[config.mk]
export PLATFORM = sky130hd
export DESIGN_NAME = sb_tx_serializer_crc
export DESIGN_NICKNAME = d
export VERILOG_FILES = /design/src/rtl/sb_tx_serializer_crc.sv
export SDC_FILE = /design/constraint.sdc
export NUM_CORES = 1
export LEC_CHECK = 0
export CORE_MARGIN = 2
export CORE_UTILIZATION = 40
export DETAILED_ROUTE_END_ITERATION = 8
export PLACE_DENSITY = 0.74
export SETUP_SLACK_MARGIN = 0.5
export SYNTH_ARGS = -nofsm -noshare
export SYNTH_HDL_FRONTEND = slang
export SYNTH_SLANG_ARGS = --single-unit
[constraint.sdc]
create_clock -name sb_clk -period 2 [get_ports sb_clk]
set_input_delay 0.3 -clock sb_clk [delete_from_list [all_inputs] [get_ports sb_clk]]
set_output_delay 0.3 -clock sb_clk [all_outputs]
set_load 0.005 [all_outputs]
[src/rtl/sb_tx_serializer_crc.sv]
// Sideband TX back-end: serialises 10-bit framed symbols LSB-first onto sbtx and keeps a bit-serial CRC-16.
// Latency: trans is sampled on the load edge and sym[0] is on sbtx the next cycle; the symbol period is 10 cycles.
// Backpressure: none. The generator holds trans for 10 cycles; sym_done marks each stop bit / slot boundary.
module sb_tx_serializer_crc #(
    parameter int          SYM_W    = 10,
    parameter logic [15:0] CRC_INIT = 16'hFFFF,
    parameter logic [15:0] CRC_POLY = 16'h8005
) (
    input  logic             sb_clk,
    input  logic             rst,
    input  logic [SYM_W-1:0] trans,
    input  logic [1:0]       trans_state,
    input  logic             crc_en,
    input  logic             sbtx_sel,
    output logic             sbtx,
    output logic [15:0]      crc_out,
    output logic             sym_done,
    output logic             tx_busy
);

    typedef enum logic [1:0] {
        S_OFF   = 2'd0,
        S_IDLE  = 2'd1,
        S_SHIFT = 2'd2
    } state_t;

    localparam logic [1:0] TS_DISC  = 2'd0;
    localparam logic [1:0] TS_START = 2'd2;

    state_t           state_q, state_d;
    logic [3:0]       bit_cnt_q, bit_cnt_d;
    logic [SYM_W-1:0] shreg_q, shreg_d;
    logic             cov_q, cov_d;
    logic [15:0]      crc_q, crc_d;
    logic             crc_hi_sent_q, crc_hi_sent_d;
    logic             sbtx_q, sbtx_d;
    logic             sym_done_q, sym_done_d;
    logic             tx_busy_q, tx_busy_d;

    logic             is_start;
    logic             is_disc;
    logic             load;
    logic [7:0]       crc_byte;
    logic [SYM_W-1:0] load_sym;

    // One CRC-16 step for a single data bit, MSB-first register with the polynomial xored on feedback.
    function automatic logic [15:0] crc_step(input logic [15:0] c, input logic d);
        logic fb;
        fb = c[15] ^ d;
        return {c[14:0], 1'b0} ^ (fb ? CRC_POLY : 16'h0000);
    endfunction

    assign is_start = (trans_state == TS_START);
    assign is_disc  = (trans_state == TS_DISC);
    // Any code other than DISCONNECTED/START behaves as IDLE.
    assign crc_byte = crc_hi_sent_q ? crc_q[7:0] : crc_q[15:8];
    assign load_sym = sbtx_sel ? {1'b1, crc_byte, 1'b0} : trans;

    // State and datapath registers; reset forces the line low and re-seeds the CRC.
    always_ff @(posedge sb_clk or negedge rst) begin
        if (!rst) begin
            state_q       <= S_OFF;
            bit_cnt_q     <= 4'd0;
            shreg_q       <= '0;
            cov_q         <= 1'b0;
            crc_q         <= CRC_INIT;
            crc_hi_sent_q <= 1'b0;
            sbtx_q        <= 1'b0;
            sym_done_q    <= 1'b0;
            tx_busy_q     <= 1'b0;
        end else begin
            state_q       <= state_d;
            bit_cnt_q     <= bit_cnt_d;
            shreg_q       <= shreg_d;
            cov_q         <= cov_d;
            crc_q         <= crc_d;
            crc_hi_sent_q <= crc_hi_sent_d;
            sbtx_q        <= sbtx_d;
            sym_done_q    <= sym_done_d;
            tx_busy_q     <= tx_busy_d;
        end
    end

    // Next-state logic: line level per state, shifting, CRC update, and symbol loading.
    always_comb begin
        state_d       = state_q;
        bit_cnt_d     = bit_cnt_q;
        shreg_d       = shreg_q;
        cov_d         = cov_q;
        crc_d         = crc_q;
        crc_hi_sent_d = crc_hi_sent_q;
        sbtx_d        = sbtx_q;
        sym_done_d    = 1'b0;
        tx_busy_d     = tx_busy_q;
        load          = 1'b0;

        case (state_q)
            S_OFF: begin
                sbtx_d = 1'b0;
                if (is_start) begin
                    load = 1'b1;
                end else if (!is_disc) begin
                    state_d = S_IDLE;
                end
            end

            S_IDLE: begin
                if (is_start) begin
                    load = 1'b1;
                end else begin
                    // Idle line is high; every new transaction starts from a fresh CRC.
                    sbtx_d        = 1'b1;
                    crc_d         = CRC_INIT;
                    crc_hi_sent_d = 1'b0;
                    if (is_disc) begin
                        state_d = S_OFF;
                    end
                end
            end

            S_SHIFT: begin
                if (bit_cnt_q == 4'd0) begin
                    // Slot boundary reached after a back-to-back request; only leaves if the
                    // generator withdrew START in the meantime.
                    if (is_start) begin
                        load = 1'b1;
                    end else if (is_disc) begin
                        state_d   = S_OFF;
                        sbtx_d    = 1'b0;
                        tx_busy_d = 1'b0;
                    end else begin
                        state_d   = S_IDLE;
                        sbtx_d    = 1'b1;
                        tx_busy_d = 1'b0;
                    end
                end else begin
                    sbtx_d  = shreg_q[0];
                    shreg_d = shreg_q >> 1;
                    // Only the eight data bits feed the CRC; start and stop are framing.
                    if (cov_q && (bit_cnt_q <= 4'd8)) begin
                        crc_d = crc_step(crc_q, shreg_q[0]);
                    end
                    if (bit_cnt_q == 4'd9) begin
                        bit_cnt_d  = 4'd0;
                        sym_done_d = 1'b1;
                        if (is_disc) begin
                            state_d   = S_OFF;
                            tx_busy_d = 1'b0;
                        end else if (!is_start) begin
                            state_d   = S_IDLE;
                            tx_busy_d = 1'b0;
                        end
                    end else begin
                        bit_cnt_d = bit_cnt_q + 4'd1;
                    end
                end
            end

            default: begin
                state_d = S_OFF;
                sbtx_d  = 1'b0;
            end
        endcase

        // Load launches the start bit immediately; CRC slots never feed the CRC themselves.
        if (load) begin
            state_d   = S_SHIFT;
            sbtx_d    = load_sym[0];
            shreg_d   = load_sym >> 1;
            cov_d     = crc_en & ~sbtx_sel;
            bit_cnt_d = 4'd1;
            tx_busy_d = 1'b1;
            if (sbtx_sel) begin
                crc_hi_sent_d = ~crc_hi_sent_q;
            end
        end
    end

    assign sbtx     = sbtx_q;
    assign crc_out  = crc_q;
    assign sym_done = sym_done_q;
    assign tx_busy  = tx_busy_q;

endmodule

After elaboration in Yosys (flattened, before gate mapping). Index checks and enable logic that the tools add are counted.

Input bits: 16. Word-level logic and storage cells: 92. Bits in registers: 37. Output and inout bits: 19.

Magnitude comparators: 1. Muxes and demuxes: 48. Reduce and logical (&&, ||, !) cells: 13. Add/sub/neg operators: 1. Eq/ne operators: 15. Bitwise operators: 5.

Operators by type and width (count): $mux W16 (4); $mux W10 (4); $pmux W16 S2 (1); $mux W1 (21); $mux W2 (10); $mux W4 (4); $xor A16 B16 Y16 (1); $ne A3 B3 Y1 const B (4); $mux W8 (1); $ne A2 B2 Y1 const B (4); $ne A4 B4 Y1 const B (2); $reduce_and A7 Y1 (1); $pmux W2 S3 (1); $reduce_and A2 Y1 (3); $ne A5 B5 Y1 const B (1); $add A4 B1 Y4 const B (1); $eq A2 B2 Y1 const B (2); $eq A4 B4 Y1 const B (1); $le A4 B4 Y1 const B (1); $logic_not A2 Y1 (2); $logic_not A4 Y1 (1); $pmux W1 S2 (2); $reduce_and A4 Y1 (1); $reduce_bool A2 Y1 (2); 7 further kinds (8).

Longest topological paths before layout.
Depth in word-level cells: 7. Mapped depth: 9. Gate-level depth less buffers: 7.

Worst setup path before layout. OpenSTA, ideal clock, no wires.

Path type: reg2reg. Start point: register bit_cnt_q[0]. End point: register state_q[0]. Path buffers: 1. Period minus slack after synthesis: 1.771 ns. Arrival: 1.692 ns. Library setup time: 0.079 ns. Data required time: 1.921 ns. Stages on the path, launching flop included: 9. Setup slack: 0.229 ns. Cells stage by stage: dfrtp_1 > inv_1 > ha_1 > and4bb_1 > nor3_2 > or3_1 > buf_2 > a21oi_2 > mux2i_1.

Word-level cells in the longest chain between the ends: 5. Elaborated cells between the ends (all ways): 15. Classes of those cells: eq/ne: 8; mux: 5; reduce/logical: 2.

Ends and longest elaborated chain: start, declared (RTL line 31) `logic [3:0] bit_cnt_q, bit_cnt_d;`; start signal, assigned (RTL line 73) `bit_cnt_q <= bit_cnt_d;`; $logic_not A4 Y1 (RTL line 122) `if (bit_cnt_q == 4'd0) begin`; $mux W1 (RTL line 122); $pmux W1 S2 (RTL line 97) `case (state_q)`; $ne A5 B5 Y1 (no source line), or another cell as far along; $reduce_and A7 Y1 (no source line); end signal, assigned (RTL line 72) `state_q <= state_d;`; end, declared (RTL line 30) `state_t state_q, state_d;`.

Several ways; a longest one is shown, not always the timed one. A chain may end at the register's enable or synchronous reset.

Worst setup path after layout.
Start point: register state_q[0]. End point: register state_q[0].

Word-level cells in the longest chain between the ends: 5. Elaborated cells between the ends (all ways): 15. Classes of those cells: eq/ne: 9; mux: 3; reduce/logical: 3.

Ends and longest elaborated chain (RTL line): $eq A2 B1 Y1 / $logic_not A2 Y1 (equally long branches) (97); $reduce_or A2 Y1 (no source line); $pmux W1 S2 (97); $ne A5 B5 Y1 (no source line), or another cell as far along; $reduce_and A7 Y1 (no source line).

Several ways; a longest one is shown, not always the timed one.

==> run_results.csv <==
group,metric,value,unit
cts,worstSkewPairLatency,290,ps
drt,drcViolationCount,0,
drt,viasPerCell,5.37,
floorplan,die_width,74.9,um
final_layout,fin_nets,316,
yosys,async_reset_ff_frac,1.00,
drt,wl_per_cell,17.3,um
timing,fin_crit_sh,0.909,
final_layout,nFillCells,352,
critical_path,startpoint_type,"flip-flop",
yosys,syn_area,0.00201,mm^2
critical_path,required,2210,ps
pwr,ir_drop,1.12,mV
yosys,synth_edf_count,0,
yosys,syn-instance-count,215,
timing,skew,9.81,ps
final_layout,diodes,0,
place,io_buffer_count,34,
cts,cts_buffers,5,
timing,setup_viol,0,
pwr,total_power,5390,uW
final_layout,drive_gt1_frac,0.429,
floorplan,die_h,74.9,um
cts,ctsHoldBuffers,0,
cts,cts_tree,"built",
timing,slew_headroom,0.659,
worst_hold_path,hold_path.class,"input pin to async pin",
place,dp_slack,1.03,ps
timing,maxSlewViolCount,0,
yosys,yosysWarnings,0,
critical_path,crit_path_end_kind,"flip-flop",
run,max_cap_viol_count,0,
global_route,antenna_found_initial,0,
drt,wirelength,6240,um
status,status,"finished, final reports clean",
cts,cts.sinks,36,
global_route,grt_pass1_wl,9790,um
global_route,grt_max_degree,37,
critical_path,regToRegSetupSlack,180,ps
global_route,grt.total_usage,0.236,
pwr,power.leakage,0.00143,uW
pwr,p_per_area,1670,mW/mm^2
timing,tightest_slew,511,ps
yosys,synth-seq-cells,36,
drt,antenna_left,0,
floorplan,start_util,0.420,
drt,drt_iter0_drc,114,
critical_path,regToRegEndpoint,"state_q[0]",
yosys,syn_nets,238,
place,place.gp.congestion,0.871,
global_route,grt_pass1_vias,2041,
drt,vias,1937,
timing,finalCriticalPeriod,1820,ps
critical_path,crit_type,"flip-flop to flip-flop",
timing,rsz0062_at_grt,"yes",
floorplan,coreArea,0.00479,mm^2
cts,clockBufferDepth,2,
drt,drt_pass1_iterations,4,
global_route,gr-total-overflow,0,
cts,ctsHtreeMaxLevel,2,
place,dp_hpwl,3350,um
timing,final-hold-violation-count,0,
timing,setup_ws,182,ps
yosys,ys_types,40,
timing,timing.fmax,0.550,GHz
cts,cts_root_buf,"clkbuf_8",
cts,clk_pin_slew,80,ps
critical_path,critical_path.max_fanout,4,
floorplan,dieArea,0.00560,mm^2
floorplan,std_cell_rows,25,
yosys,ys_seq_area_frac,0.459,
floorplan,boundaryPins,35,
timing,setup_tns,0,ps
critical_path,worstPathArrival,2030,ps
yosys,ys.flop_type,"dfrtp_1",
final_layout,area_growth,60.9,%
critical_path,worst_r2r_path_depth,7,
yosys,syn_avg_cell_area,9.34,um^2
critical_path,timing.rr.start,"state_q[0]",
[cells in the mapped netlist (2+ instances only)]
cell type / n / area [um^2]
o31a_1: 2 / 17.5
buf_2: 5 / 25.0
dfstp_2: 16 / 420
nand3_1: 6 / 30.0
xor2_1: 2 / 17.5
nor2b_1: 2 / 12.5
a21oi_1: 3 / 15.0
nand2b_1: 2 / 12.5
nor3_2: 2 / 20.0
dfrtp_1: 20 / 500
ha_1: 7 / 87.6
nor2_1: 20 / 75.1
o211ai_1: 11 / 82.6
inv_1: 7 / 26.3
nand2_1: 32 / 120
clkbuf_1: 8 / 30.0
mux2i_1: 20 / 200
o21ai_0: 2 / 10.0
o21ai_1: 26 / 130
xnor2_1: 2 / 17.5
[critical path: stages (launching register included)]
cell,delay (ps)
dfrtp_1,400
inv_2,100
ha_4,140
and4bb_2,300
nor3_4,70
or3_4,380
a21oi_2,160
mux2i_1,190
[cell type report]
cell class,count,area [um^2],share of cell area
Sequential cell,36,922,0.285
Tap cell,67,83.8,0.0259
Timing Repair Buffer,85,841,0.260
Clock inverter,1,5.00,0.00155
Inverter,8,30.0,0.00930
Multi-Input combinational cell,157,1250,0.387
Clock buffer,7,97.6,0.0302
[cell families (layout without fill, tap and decap cells)]
| kind of cell | count (synthesis) | after routing | synth area share |
|---|---|---|---|
| and+or+nand+nor | 71 | 71 | 0.161 |
| xor gates and xnor gates | 4 | 4 | 0.0174 |
| muxes | 21 | 21 | 0.105 |
| adders and majority gates | 7 | 7 | 0.0436 |
| AOI/OAI and AO/OA | 54 | 54 | 0.168 |
| buffers and inverters | 22 | 101 | 0.0461 |
| DFF | 36 | 36 | 0.459 |
[timing repair]
action	in CTS	in global routing
endpoints found under the setup margin	51	35
buffers inserted	30	4
resized for setup	58	22
pin swaps	21	16
gates cloned	2	0
[layout by cell type (no fill, tap or decap), drive strengths merged, types with 2 or more instances in the layout]
cell type / n
mux2i: 20
clkbuf: 7
o21ai: 28
ha: 7
buf: 51
a21oi: 4
dfstp: 16
xnor2: 2
dlygate4sd2: 16
o211ai: 11
nand2b: 2
inv: 8
clkdlybuf4s50: 18
o31a: 2
nor2: 20
xor2: 2
nor3: 3
nand3: 6
dfrtp: 20
nor2b: 2
nand2: 32
[routing by layer]
layer	share of wire	up-vias	wire (um)	global-route usage
li1	-	905	-	-
met1	0.42	949	2600	0.285
met2	0.52	71	3220	0.412
met3	0.050	12	314	0.0428
met4	0.017	0	109	0.103
met5	0	-	0	0
[worst max-delay path by stage]
stage	from	to	slack, ps	cells past startpoint
finish	state_q[0]	state_q[0]	180	7
global route	bit_cnt_q[0]	state_q[0]	120	7
CTS	bit_cnt_q[1]	state_q[0]	210	7
detailed placement	trans_state[1]	state_q[0]	1	5
global placement	trans_state[1]	state_q[0]	70	5
floorplan	bit_cnt_q[0]	state_q[0]	240	8
[state kept, by name (all words and copies together) (netlist names)]
register and flops:
crc_out 16, shreg_q 9, bit_cnt_q 4, state_q 2, cov_q 1, crc_hi_sent_q 1
sbtx 1, sym_done 1, tx_busy 1
[report_power, final]
group | leakage, uW | internal [uW] | switching [uW]
logic | 0.000963 | 1770 | 1560
registers | 0.000416 | 1200 | 283
clock network | 0.0000534 | 320 | 260
[metrics by stage]
stage          std cells  cell area, um^2   util  hold WS, ps
3_3_place_gp         317             2530  0.529          467
5_1_grt              361             3230  0.675          469
2_1_floorplan        215             2040      -         4.41
3_5_place_dp         317             2530  0.529          474
4_1_cts              357             3100  0.648          435
6_report             361             3230  0.675          427
(Power assumes the default switching activity.)
